$ cat src/rtl/mac_vert_pkg.sv
// Shared state encoding and width helpers for the vertical bit-serial sparse MAC.
package mac_vert_pkg;

    typedef enum logic [1:0] {IDLE, LOAD, RUN, DONE} state_t;

    function automatic int gsum_w(input int dw, input int gs);
        return dw + $clog2(gs);
    endfunction

    // One extra bit: group_sum - lane_sum can exceed the group-sum range
    // when lanes pick the same activation twice.
    function automatic int psum_w(input int dw, input int gs);
        return gsum_w(dw, gs) + 1;
    endfunction

    function automatic int total_w(input int dw, input int gs, input int ng);
        return psum_w(dw, gs) + $clog2(ng);
    endfunction

endpackage

$ cat src/rtl/mac_unit_vert_seq_lane_select_group.sv
// One group's lane muxes, lane sum and skip-zero complement (combinational).
module lane_select_group
    import mac_vert_pkg::*;
#(
    parameter int DATA_WIDTH = 8,
    parameter int GROUP_SIZE = 8,
    parameter int SEL_WIDTH  = 3,
    localparam int LANES     = GROUP_SIZE / 2,
    localparam int GSW       = gsum_w(DATA_WIDTH, GROUP_SIZE),
    localparam int PSW       = psum_w(DATA_WIDTH, GROUP_SIZE)
) (
    input  logic [GROUP_SIZE-1:0][DATA_WIDTH-1:0] i_act,
    input  logic signed [GSW-1:0]                 i_group_sum,
    input  logic [LANES-1:0][SEL_WIDTH-1:0]       i_sel,
    input  logic [LANES-1:0]                      i_val,
    input  logic                                  i_skip_zero,
    output logic signed [PSW-1:0]                 o_psum
);

    logic signed [GSW-1:0] w_lane_sum;

    always_comb begin
        w_lane_sum = '0;
        for (int k = 0; k < LANES; k++) begin
            if (i_val[k] && (i_sel[k] <= SEL_WIDTH'(LANES)))
                w_lane_sum = w_lane_sum + GSW'(signed'(i_act[k + int'(i_sel[k])]));
        end
    end

    assign o_psum = i_skip_zero ? PSW'(w_lane_sum)
                                : PSW'(i_group_sum) - PSW'(w_lane_sum);

endmodule

$ cat src/rtl/mac_unit_vert_seq.sv
// Self-sequencing vertical bit-serial sparse MAC: one activation vector, W_BITS columns LSB first.
// Optional MAC_VERT_SEQ_ROUND_EN: round-and-saturate the result instead of truncating.
module mac_unit_vert_seq
    import mac_vert_pkg::*;
#(
    parameter int DATA_WIDTH   = 8,
    parameter int VEC_LENGTH   = 16,
    parameter int GROUP_SIZE   = 8,
    parameter int W_BITS       = 8,
    localparam int NUM_GROUPS  = VEC_LENGTH / GROUP_SIZE,
    localparam int LANES       = GROUP_SIZE / 2,
    localparam int SEL_WIDTH   = $clog2(LANES + 1),
    localparam int ACC_WIDTH   = DATA_WIDTH + W_BITS + $clog2(VEC_LENGTH),
    localparam int RESULT_WIDTH = 2 * DATA_WIDTH
) (
    input  logic                                          i_clk,
    input  logic                                          i_reset,
    input  logic                                          i_in_valid,
    output logic                                          o_in_ready,
    input  logic [VEC_LENGTH-1:0][DATA_WIDTH-1:0]         i_act_in,
    input  logic                                          i_load_accum,
    input  logic [ACC_WIDTH-1:0]                          i_accum_prev,
    input  logic                                          i_col_valid,
    output logic                                          o_col_ready,
    input  logic [NUM_GROUPS*LANES-1:0][SEL_WIDTH-1:0]    i_act_sel,
    input  logic [NUM_GROUPS*LANES-1:0]                   i_act_val,
    input  logic [NUM_GROUPS-1:0]                         i_is_skip_zero,
    output logic                                          o_out_valid,
    input  logic                                          i_out_ready,
    output logic [RESULT_WIDTH-1:0]                       o_result,
    output logic [ACC_WIDTH-1:0]                          o_accum_out
);

    localparam int GSW = gsum_w(DATA_WIDTH, GROUP_SIZE);
    localparam int PSW = psum_w(DATA_WIDTH, GROUP_SIZE);
    localparam int TW  = total_w(DATA_WIDTH, GROUP_SIZE, NUM_GROUPS);
    localparam int CW  = $clog2(W_BITS + 1);

    state_t r_state, w_next;
    logic [VEC_LENGTH-1:0][DATA_WIDTH-1:0] r_act;
    logic [NUM_GROUPS-1:0][GSW-1:0]        r_gsum;
    logic [ACC_WIDTH-1:0]                  r_accum;
    logic [CW-1:0]                         r_col;

    logic [NUM_GROUPS-1:0][GSW-1:0]        w_gsum;
    logic [NUM_GROUPS-1:0][PSW-1:0]        w_psum;
    logic signed [TW-1:0]                  w_total;
    logic signed [ACC_WIDTH-1:0]           w_shift;
    logic signed [ACC_WIDTH-1:0]           w_term;
    logic                                  w_last_col;

    always_ff @(posedge i_clk) begin
        if (i_reset) r_state <= IDLE;
        else         r_state <= w_next;
    end

    always_comb begin
        w_next      = r_state;
        o_in_ready  = 1'b0;
        o_col_ready = 1'b0;
        o_out_valid = 1'b0;
        case (r_state)
            IDLE: begin
                o_in_ready = 1'b1;
                if (i_in_valid) w_next = LOAD;
            end
            LOAD: w_next = RUN;
            RUN: begin
                o_col_ready = 1'b1;
                if (i_col_valid && w_last_col) w_next = DONE;
            end
            DONE: begin
                o_out_valid = 1'b1;
                if (i_out_ready) w_next = IDLE;
            end
            default: w_next = IDLE;
        endcase
    end

    always_comb begin
        w_gsum = '0;
        for (int g = 0; g < NUM_GROUPS; g++)
            for (int i = 0; i < GROUP_SIZE; i++)
                w_gsum[g] = GSW'(signed'(w_gsum[g]) + GSW'(signed'(r_act[g*GROUP_SIZE + i])));
    end

    for (genvar g = 0; g < NUM_GROUPS; g++) begin : g_grp
        lane_select_group #(
            .DATA_WIDTH (DATA_WIDTH),
            .GROUP_SIZE (GROUP_SIZE),
            .SEL_WIDTH  (SEL_WIDTH)
        ) u_lsg (
            .i_act       (r_act[g*GROUP_SIZE +: GROUP_SIZE]),
            .i_group_sum (r_gsum[g]),
            .i_sel       (i_act_sel[g*LANES +: LANES]),
            .i_val       (i_act_val[g*LANES +: LANES]),
            .i_skip_zero (i_is_skip_zero[g]),
            .o_psum      (w_psum[g])
        );
    end

    always_comb begin
        w_total = '0;
        for (int g = 0; g < NUM_GROUPS; g++)
            w_total = w_total + TW'(signed'(w_psum[g]));
    end

    // MSB column carries negative weight in two's complement.
    assign w_last_col = (r_col == CW'(W_BITS - 1));
    assign w_shift    = ACC_WIDTH'(w_total) <<< r_col;
    assign w_term     = w_last_col ? -w_shift : w_shift;

    always_ff @(posedge i_clk) begin
        if (i_reset) begin
            r_act   <= '0;
            r_gsum  <= '0;
            r_accum <= '0;
            r_col   <= '0;
        end else begin
            case (r_state)
                IDLE: if (i_in_valid) begin
                    r_act   <= i_act_in;
                    r_accum <= i_load_accum ? i_accum_prev : '0;
                end
                LOAD: begin
                    r_gsum <= w_gsum;
                    r_col  <= '0;
                end
                RUN: if (i_col_valid) begin
                    r_accum <= r_accum + w_term;
                    r_col   <= r_col + 1'b1;
                end
                default: ;
            endcase
        end
    end

    assign o_accum_out = r_accum;

`ifdef MAC_VERT_SEQ_ROUND_EN
    localparam int SH = ACC_WIDTH - RESULT_WIDTH;
    if (SH > 0) begin : g_rnd
        localparam logic [ACC_WIDTH:0] BIAS = (ACC_WIDTH+1)'(1) << (SH - 1);
        logic [ACC_WIDTH:0]    w_rnd;
        logic [RESULT_WIDTH:0] w_q;
        assign w_rnd = {r_accum[ACC_WIDTH-1], r_accum} + BIAS;
        assign w_q   = w_rnd[ACC_WIDTH -: RESULT_WIDTH+1];
        // Disagreeing top bits mean the rounded value left the signed range.
        assign o_result = (w_q[RESULT_WIDTH] == w_q[RESULT_WIDTH-1]) ? w_q[RESULT_WIDTH-1:0] :
                          w_q[RESULT_WIDTH] ? {1'b1, {(RESULT_WIDTH-1){1'b0}}}
                                            : {1'b0, {(RESULT_WIDTH-1){1'b1}}};
    end else begin : g_trunc
        assign o_result = r_accum[ACC_WIDTH-1 -: RESULT_WIDTH];
    end
`else
    assign o_result = r_accum[ACC_WIDTH-1 -: RESULT_WIDTH];
`endif

endmodule

$ cat config.mk
export PLATFORM = sky130hd
export DESIGN_NAME = mac_unit_vert_seq
export DESIGN_NICKNAME = d
export VERILOG_FILES = /design/src/rtl/mac_vert_pkg.sv /design/src/rtl/mac_unit_vert_seq_lane_select_group.sv /design/src/rtl/mac_unit_vert_seq.sv
export SDC_FILE = /design/constraint.sdc
export NUM_CORES = 1
export LEC_CHECK = 0
export CAP_MARGIN = 15
export CORE_MARGIN = 2
export CORE_UTILIZATION = 53
export DETAILED_ROUTE_END_ITERATION = 8
export GPL_TIMING_DRIVEN = 1
export PLACE_DENSITY = 0.76
export SYNTH_ARGS = -nofsm -noshare
export SYNTH_HDL_FRONTEND = slang
export SYNTH_SLANG_ARGS = --single-unit
$ cat constraint.sdc
create_clock -name i_clk -period 13.4 [get_ports i_clk]
set_clock_uncertainty 0.2 [all_clocks]
set_input_delay 2.01 -clock i_clk [delete_from_list [all_inputs] [get_ports i_clk]]
set_output_delay 2.01 -clock i_clk [all_outputs]
set_load 0.01 [all_outputs]
==> flow_metrics.tcl, run 1 <==
set metrics [dict create \
    synth.top_cell.area_share 0.173 \
    pre_cts_ws_ns -0.121 \
    sw_frac_of_total 0.499 \
    grt_pass1_wl_um 91700 \
    setup.worst_path.start "i_act_sel[4]" \
    tightestPinTransition_ns 1.09 \
    cts_tree "built" \
    p_per_area_nw_per_um2 243 \
    coreArea_um2 37800 \
    crit_slowest_cell "mux4_2" \
    crit_family "compound AO/OA/AOI/OAI gates" \
    clkTransAtPathRegs_ns 0.07 \
    synth.yosys.warnings 0 \
    clock_latency_ns 0.48 \
    drive_gt1_frac 0.134 \
    gp_congestion 0.951 \
    drt_iter0_drc 1428 \
    criticalPathCategory "input port to flip-flop" \
    cp_num_buf_inv 4 \
    cp_max_fo 14 \
    clock.fmax_mhz 77.8 \
    yosysTopAreaCell "dfxtp_1" \
    setup.worst_path.end "o_accum_out[19]$_SDFFE_PP0P_" \
    worstPathRequired_ns 13.56 \
    fp.dieW_um 200 \
    comb_power_share 0.761 \
    synth_flop_cell "dfxtp_1" \
    synth_edf_count 0 \
    n_antenna_cell 0 \
    yosysSeqAreaShare 0.173 \
    max-cap-violations 0 \
    clockPowerShare 0.094 \
    numCtsBuffers 17 \
    initial_utilization 0.540 \
    min-delay-start "r_gsum[11]$_SDFFE_PP0P_" \
    min_period_ns 12.85 \
    hold_buffers 0 \
    dp.cells 2959 \
    power.switching_mw 2.86 \
    period_share 0.959 \
    layoutNonFillerInstCount 2996 \
    path_common_cell "ha_1" \
    p_total_mw 5.75 \
    wire_per_inst_um 18.8 \
    synth_area_leaders "dfxtp_1, mux4_2, fa_1" \
    clock_sinks 176 \
    hold_viol 0 \
    port_buffers 226 \
    grtUsageTotal 0.281 \
    postSynth.asyncResetShare 0 \
    synth_seq_cells 176 \
    reg2reg_depth 46 \
    grt_pass1_vias 17800 \
    reg2reg_to "o_accum_out[19]$_SDFFE_PP0P_" \
    status "finished, final reports clean" \
    antenna_left 0 \
    setup_slack_ns 0.552 \
    cp_num_cells 49 \
    drt_pre_antenna_iters 5 \
    routed_wl_um 56400 \
    grt_max_degree 106 \
    cts-root-buf "clkbuf_16" \
    synth_area_um2 20400 \
    synth_fp_nets 2765 \
    crit_arrival_ns 13.01 \
    ctsHtreeMaxLevel 4 \
    leakagePower_nw 9.88 \
    internal_power_mw 2.88 \
    maxSlewViolCount 0 \
    ios 227 \
    end_kind "flip-flop" \
    cp-start-kind "input port" \
    drc_errors 0 \
    rows 71 \
    critPathMaxStageDelay_ns 0.52 \
    die_h_um 200 \
    r2r_start "r_act[40]$_SDFFE_PP0P_" \
    grt_remaining_overflow 0 \
    synthDistinctLibCells 86 \
    avgViaCountPerCell 6.01 \
    hp-class "flip-flop to flip-flop" \
    antenna_found_initial 0 \
    num_vias 18000 \
    dpl.hpwl_um 45200 \
    clk_path_buf_depth 2 \
    fin_nets 2922 \
    r2r_slack_ns 2.42 \
    area_growth_pct 16.0 \
    fillCellCount 3227 \
    setup_viol 0 \
    max_slew_margin 0.270 \
    synthCells 2315 \
    synth_area_per_cell_um2 8.82 \
    ir_drop_uv 130 \
    die-area_um2 40100 \
    p_seq_frac 0.145 \
]
worst min path at each step:
stage / slack [ns] / cells past startpoint / to
2_1_floorplan: 0.26 / 2 / r_gsum[3]$_SDFFE_PP0P_
3_3_place_gp: 0.28 / 2 / r_gsum[0]$_SDFFE_PP0P_
3_5_place_dp: 0.28 / 2 / r_gsum[14]$_SDFFE_PP0P_
4_1_cts: 0.31 / 2 / r_gsum[11]$_SDFFE_PP0P_
5_1_grt: 0.35 / 2 / r_gsum[21]$_SDFFE_PP0P_
6_report: 0.30 / 2 / r_gsum[11]$_SDFFE_PP0P_
cells in the final DEF (no fill, tap or decap), types with 34 or more instances in the layout:
master / count
a211oi_1: 36
a21oi_1: 234
buf_4: 56
clkdlybuf4s50_1: 223
dfxtp_1: 176
fa_1: 112
ha_1: 149
inv_1: 222
mux2_2: 68
mux2i_1: 49
mux4_2: 132
nand2_1: 340
nor2_1: 158
o21ai_0: 73
o21bai_1: 35
xnor2_1: 78
xor2_1: 34
layer usage:
metal / global-route usage / up-vias / wire (um) / share of wire
li1: - / 8395 / - / -
met1: 0.368 / 8704 / 23100 / 0.41
met2: 0.466 / 811 / 26900 / 0.48
met3: 0.0548 / 90 / 4720 / 0.084
met4: 0.0974 / 0 / 1640 / 0.029
met5: 0 / - / 0 / 0
area by class of cell:
type / instances / area [um2] / area share
clock buffers: 17 / 425 / 0.0180
clock inverters: 15 / 185 / 0.00782
inverters: 224 / 841 / 0.0355
multi-input cells: 1771 / 15400 / 0.649
flip-flops and latches: 176 / 3520 / 0.149
well taps: 511 / 639 / 0.0270
repair buffers: 282 / 2690 / 0.114
what timing repair did:
item                       4_1_cts  5_1_grt
setup endpoints to repair        0        3
gates resized for setup          0       21
buffers inserted                 0        4
flip-flops by register name (all words and copies together), names as in the netlist:
| register | flops |
|---|---|
| o_accum_out | 20 |
| r_act | 128 |
| r_col | 4 |
| r_gsum | 22 |
| r_state | 2 |
Yosys cell counts (all sizes together), types with 3 or more instances:
cell / number
o311ai: 4
a211oi: 38
nor3: 21
nand4: 3
o21bai: 35
a21o: 34
inv: 222
mux4: 132
mux2: 69
fa: 112
a221oi: 8
o21a: 6
xnor2: 80
xor2: 35
a31oi: 13
a21oi: 237
a311oi: 3
nand2b: 12
a2bb2oi: 3
dfxtp: 176
o31ai: 8
mux2i: 52
a41oi: 6
ha: 150
and2: 8
or3: 3
nand3: 12
nor2b: 18
clkbuf: 97
buf: 47
nand2: 341
o21ai: 84
a21boi: 14
nor2: 158
and3: 9
a22oi: 19
or2: 8
a211o: 4
o211ai: 10
power groups by stage:
stage	clock network (mW)	logic [mW]	registers, mW
finish	0.540	4.37	0.832
global route	0.563	4.87	0.849
CTS	0.544	4.33	0.824
detailed placement	0	4.30	0.837
global placement	0	4.19	0.826
floorplan	0	3.27	0.764
worst register-to-register path: cells and delay by family (launching register included):
kind | cells | cell delay, ns
multiplexers | 5 | 1.66
adder cells (fa/ha/maj) | 7 | 2.30
flip-flops | 1 | 0.43
AO/OA/AOI/OAI | 23 | 4.71
XOR/XNOR | 5 | 0.87
buffers and inverters | 1 | 0.08
AND/OR/NAND/NOR | 5 | 0.64
per-stage QoR:
step                      TNS (ns)  utilization  cell area, um2  hold slack [ns]
after floorplan                  0            -           20400            0.259
after global placement           0        0.608           23000            0.277
after detailed placement    -0.121        0.608           23000            0.282
after CTS                        0        0.624           23600            0.307
after global routing       -0.0813        0.626           23700            0.347
final                            0        0.626           23700            0.300
logic make-up after synthesis:
group                      synth area share
AOI/OAI and AO/OA                     0.167
xor gates and xnor gates             0.0501
adders and majority gates             0.202
buffers and inverters                0.0766
DFF                                   0.173
muxes                                 0.209
and+or+nand+nor                       0.123
Power figures use the tool's default switching activity.
==> run 2, diff against run 1 <==
Settings changed: CELL_PAD_IN_SITES_DETAIL_PLACEMENT set to 0, CELL_PAD_IN_SITES_GLOBAL_PLACEMENT set to 1, CORE_UTILIZATION 53 to 41, PLACE_DENSITY 0.76 to 0.77, SLEW_MARGIN set to 20.
==> run 2 against run 1 <==
Routed wire length is 5.1% higher. Clock-buffer cell count stayed put. Critical path depth is 2 lower. Global-route usage is 4.7 points lower. Fmax is 2.1% higher. Hold slack better by 0.0022 ns. Non-clock buffer count is 1 higher. Critical path type unchanged. Critical endpoint unchanged.
==> flow_metrics.tcl, run 2 (synthesis results as in run 1) <==
set metrics [dict create \
    status "finished, final reports clean" \
    fin_setup_tns_ns 0 \
    fp.dieW_um 227 \
    reg2reg_to "o_accum_out[19]$_SDFFE_PP0P_" \
    hold_buffers 0 \
    p_total_mw 5.73 \
    power.switching_mw 2.87 \
    criticalPathCategory "input port to flip-flop" \
    n_antenna_cell 0 \
    grt_pass1_wl_um 93600 \
    grtUsageTotal 0.234 \
    p_seq_frac 0.145 \
    final_util 0.487 \
    initial_utilization 0.416 \
    hold_viol 0 \
    die-area_um2 51600 \
    regMostFlops "r_act" \
    dpl.hpwl_um 47400 \
    setup_slack_ns 0.811 \
    grt_max_degree 89 \
    period_share 0.939 \
    antenna_left 0 \
    final_cell_mix "nand2_1, a21oi_1, clkdlybuf4s50_1" \
    cp-start-kind "input port" \
    antenna_found_initial 1 \
    max-cap-violations 0 \
    drt_iter0_drc 1184 \
    gp_congestion 0.927 \
    hp-class "flip-flop to flip-flop" \
    routed_wl_um 59200 \
    comb_power_share 0.762 \
    wire_per_inst_um 18.8 \
    coreArea_um2 49100 \
    mostFrequentLayoutCell "nand2_1" \
    die_h_um 227 \
    setup.worst_path.start "i_act_sel[3]" \
    setup.worst_path.end "o_accum_out[19]$_SDFFE_PP0P_" \
    worstPathRequired_ns 13.61 \
    clkTransAtPathRegs_ns 0.08 \
    reg2reg_depth 44 \
    end_kind "flip-flop" \
    clockPowerShare 0.093 \
    hold_slack_ns 0.303 \
    rows 81 \
    ios 227 \
    num_vias 17400 \
    port_buffers 226 \
    clock_latency_ns 0.50 \
    cts-root-buf "clkbuf_16" \
    largest_register_ffs 128 \
    setup_viol 0 \
    clock_sinks 176 \
    sw_frac_of_total 0.502 \
    r2r_slack_ns 2.58 \
    crit_slowest_cell "mux4_2" \
    min-delay-start "r_gsum[3]$_SDFFE_PP0P_" \
    max_slew_margin 0.373 \
    drc_errors 0 \
    grt_remaining_overflow 0 \
    cp_max_fo 14 \
    p_per_area_nw_per_um2 240 \
    critPathMaxStageDelay_ns 0.49 \
    tightestPinTransition_ns 0.940 \
    clk_path_buf_depth 2 \
    ctsHtreeMaxLevel 4 \
    area_growth_pct 17.0 \
    crit_arrival_ns 12.80 \
    avgViaCountPerCell 5.54 \
    clock.fmax_mhz 79.4 \
    leakagePower_nw 9.88 \
    internal_power_mw 2.85 \
    numCtsBuffers 17 \
    drive_gt1_frac 0.135 \
    maxSlewViolCount 0 \
    fin_nets 2923 \
    drt_pre_antenna_iters 5 \
    ir_drop_uv 140 \
    grt_pass1_vias 17400 \
    cts_tree "built" \
    min_period_ns 12.59 \
    r2r_start "r_act[32]$_SDFFE_PP0P_" \
    pre_cts_ws_ns 0.0906 \
    holdPathStages 2 \
]
[run 2: changes by cell type in the layout (fill, tap and decap cells not counted), moves of 2 or more]
| cell | delta |
|---|---|
| inv_6 | -2 |
| clkinv_4 | +2 |
| mux2i_2 | -2 |
| o21ai_1 | +8 |
| inv_12 | +2 |
| a21boi_0 | +3 |
| o21ai_0 | -8 |
| a21boi_1 | -2 |
[run 2: worst min path at each step]
stage | end
after global routing | r_gsum[13]$_SDFFE_PP0P_
after floorplan | r_gsum[3]$_SDFFE_PP0P_
after detailed placement | r_gsum[5]$_SDFFE_PP0P_
after global placement | r_gsum[11]$_SDFFE_PP0P_
after CTS | r_gsum[3]$_SDFFE_PP0P_
final | r_gsum[3]$_SDFFE_PP0P_
[run 2: area by class of cell]
cell class | count | area, um2
clock buffer | 17 | 425
clock inverter | 15 | 183
sequential | 176 | 3520
fill | 4764 | 25200
multi-input combinational | 1771 | 15400
tap | 664 | 831
inverter | 224 | 841
timing repair buffer | 283 | 2700
[run 2: what timing repair did]
item / CTS / global route
endpoints found under the hold margin: 0 / 0
gates resized for setup: 0 / 28
buffers inserted: 0 / 3
setup endpoints to repair: 0 / 2
[run 2: power by group through the flow]
stage	logic (mW)	registers, mW	clock network [mW]
floorplan	3.27	0.764	0
global placement	4.25	0.827	0
detailed placement	4.33	0.839	0
CTS	4.35	0.827	0.546
global route	4.89	0.850	0.568
finish	4.36	0.831	0.533
[run 2: routing by layer]
layer,track usage,vias up,share of wire
met1,0.310,8371,0.44
li1,-,8416,-
met3,0.0496,95,0.062
met4,0.0843,0,0.031
met5,0,-,0
met2,0.377,567,0.46
[run 2: per-stage QoR]
stage | std cells | area [um2]
finish | 3150 | 23900
global route | 3150 | 23900
CTS | 3147 | 23800
detailed placement | 3115 | 23200
global placement | 3115 | 23200
floorplan | 2315 | 20400
[run 2: worst max-delay path: cells and delay by family]
kind | cells | cell delay [ns]
muxes | 5 | 1.65
buffers and inverters | 4 | 0.81
AOI/OAI and AO/OA | 21 | 4.19
xor gates and xnor gates | 4 | 0.59
adders and majority gates | 7 | 2.51
and+or+nand+nor | 6 | 1.02
==> run 3, diff against run 2 <==
Settings changed: RECOVER_POWER set to 25.
Clock period 13.4 ns to 10.38 ns, I/O delays scaled along.
==> run 3 against run 2 <==
The flow now finishes with violations (capacitance limit, slew limit, setup timing). Utilization is 7.4 points higher. Register-to-register slack worse by 2.3 ns. Sequential power is 28% higher. Via count up 7.7%. Routed wire length grew 6.3%. Sequential share of layout area decreased by 1.9 points. Largest cell class unchanged. Largest power group unchanged. Highest routed layer unchanged.
==> flow_metrics.tcl, run 3 (synthesis results as in run 1) <==
set metrics [dict create \
    status "finished, violations left" \
    violations "capacitance limit, slew limit, setup timing" \
    clock_latency_ns 0.50 \
    cp-start-kind "input port" \
    wire_per_inst_um 18.0 \
    rsz0062_at_grt "yes" \
    ctsHtreeMaxLevel 4 \
    leakagePower_nw 11.8 \
    clock_sinks 176 \
    cts-root-buf "clkbuf_16" \
    n_antenna_cell 0 \
    final_cell_mix "buf_4, nand2_1, inv_1" \
    regMostFlops "r_act" \
    coreArea_um2 49100 \
    crit_slowest_cell "mux4_2" \
    cp_max_fo 6 \
    antenna_found_initial 0 \
    rows 81 \
    ios 227 \
    layoutNonFillerInstCount 3499 \
    die-area_um2 51600 \
    clockPowerShare 0.079 \
    fin_nets 3272 \
    grt_pass1_vias 19200 \
    grt_pass1_wl_um 101000 \
    critPathMaxStageDelay_ns 0.54 \
    drt_pre_antenna_iters 5 \
    period_share 1.05 \
    antenna_left 0 \
    grtUsageTotal 0.250 \
    criticalPathCategory "input port to flip-flop" \
    setup_viol 4 \
    clkTransAtPathRegs_ns 0.08 \
    numCtsBuffers 17 \
    internal_power_mw 4.85 \
    initial_utilization 0.416 \
    area_growth_pct 34.8 \
    max-cap-violations 1 \
    power.switching_mw 4.12 \
    p_seq_frac 0.118 \
    drc_errors 0 \
    sw_frac_of_total 0.459 \
    max_slew_margin -0.168 \
    hold_viol 0 \
    largest_register_ffs 128 \
    clock.fmax_mhz 91.3 \
    gp_congestion 0.917 \
    r2r_slack_ns 0.29 \
    holdPathStages 2 \
    dpl.hpwl_um 50800 \
    end_kind "flip-flop" \
    grt_remaining_overflow 0 \
    fp.dieW_um 227 \
    worstPathRequired_ns 10.60 \
    min_period_ns 10.95 \
    tightestPinTransition_ns 1.75 \
    ir_drop_uv 154 \
    crit_arrival_ns 11.17 \
    path_common_cell "buf_6" \
    cts_tree "built" \
    reg2reg_to "o_accum_out[17]$_SDFFE_PP0P_" \
    p_per_area_nw_per_um2 326 \
    min_to "r_gsum[3]$_SDFFE_PP0P_" \
    avgViaCountPerCell 5.37 \
    final_util 0.561 \
    die_h_um 227 \
    comb_power_share 0.803 \
    mostFrequentLayoutCell "buf_4" \
    drt_iter0_drc 1171 \
    fin_setup_tns_ns -1.61 \
    maxSlewViolCount 32 \
    dp.cells 3414 \
    port_buffers 226 \
    reg2reg_depth 49 \
    min-delay-start "r_gsum[3]$_SDFFE_PP0P_" \
    grt_max_degree 99 \
    drive_gt1_frac 0.299 \
    clk_path_buf_depth 2 \
    r2r_start "r_act[56]$_SDFFE_PP0P_" \
    routed_wl_um 63000 \
    hold_slack_ns 0.310 \
    num_vias 18800 \
    setup_slack_ns -0.570 \
    hp-class "flip-flop to flip-flop" \
]
==> run 3: changes by cell type in the layout (fill, tap and decap cells not counted), sizes merged <==
cell	previous run	this run
dlymetal6s2s	2	0
bufinv	0	2
dlygate4sd3	0	17
dlygate4sd2	0	3
clkdlybuf4s15	0	1
buf	58	412
clkdlybuf4s50	223	198
clkbuf	17	20
clkinv	7	3
==> run 3: metal layers <==
metal / vias to the layer above / global-route usage / part of all wire
met3: 80 / 0.0511 / 0.062
met5: - / 0 / 0
met4: 0 / 0.0862 / 0.025
li1: 9100 / - / -
met2: 523 / 0.425 / 0.48
met1: 9083 / 0.317 / 0.43
==> run 3: power by group through the flow <==
stage,clock network [mW],logic [mW],registers (mW)
after floorplan,0,4.33,0.987
after global placement,0,6.59,1.06
after detailed placement,0,6.72,1.07
after CTS,0.732,7.02,1.05
after global routing,0.747,7.97,1.08
final,0.706,7.20,1.06
==> run 3: worst max-delay path by stage <==
stage                        startpoint                            to  slack [ns]
after global routing       i_act_sel[3]  o_accum_out[19]$_SDFFE_PP0P_       -1.14
after detailed placement  i_act_sel[16]  o_accum_out[19]$_SDFFE_PP0P_       -1.94
final                      i_act_sel[0]  o_accum_out[17]$_SDFFE_PP0P_       -0.57
after CTS                  i_act_sel[3]  o_accum_out[19]$_SDFFE_PP0P_       -0.47
after floorplan            i_act_sel[3]  o_accum_out[19]$_SDFFE_PP0P_       -0.93
after global placement    i_act_sel[15]  o_accum_out[19]$_SDFFE_PP0P_       -1.70
==> run 3: worst max-delay path: cells and delay by family <==
| kind | cells | cell delay (ns) |
|---|---|---|
| xor gates and xnor gates | 4 | 0.54 |
| adders and majority gates | 7 | 2.27 |
| buffers and inverters | 9 | 1.00 |
| AOI/OAI and AO/OA | 20 | 3.33 |
| and+or+nand+nor | 5 | 0.58 |
| muxes | 6 | 1.85 |
==> run 3: metrics by stage <==
step / power, mW / cell area, um2 / setup WS, ns
floorplan: 5.31 / 20800 / -0.934
global placement: 7.66 / 25700 / -1.70
detailed placement: 7.79 / 25700 / -1.94
CTS: 8.80 / 27100 / -0.471
global route: 9.80 / 27500 / -1.14
finish: 8.96 / 27500 / -0.570
==> run 3: final cells by class <==
type,instances,area [um2]
clock buffer,19,443
clock inverter,13,165
fill,4467,21500
inverter,224,843
multi-input combinational,1771,16300
sequential,176,3520
tap,664,831
timing repair buffer,632,5430
==> run 3: repair_timing <==
action / in CTS / in global routing
hold buffers: 0 / 0
endpoints found under the setup margin: 12 / 12
hold endpoints to repair: 0 / 0
buffers inserted: 43 / 10
pin swaps: 106 / 63
resized for setup: 154 / 78
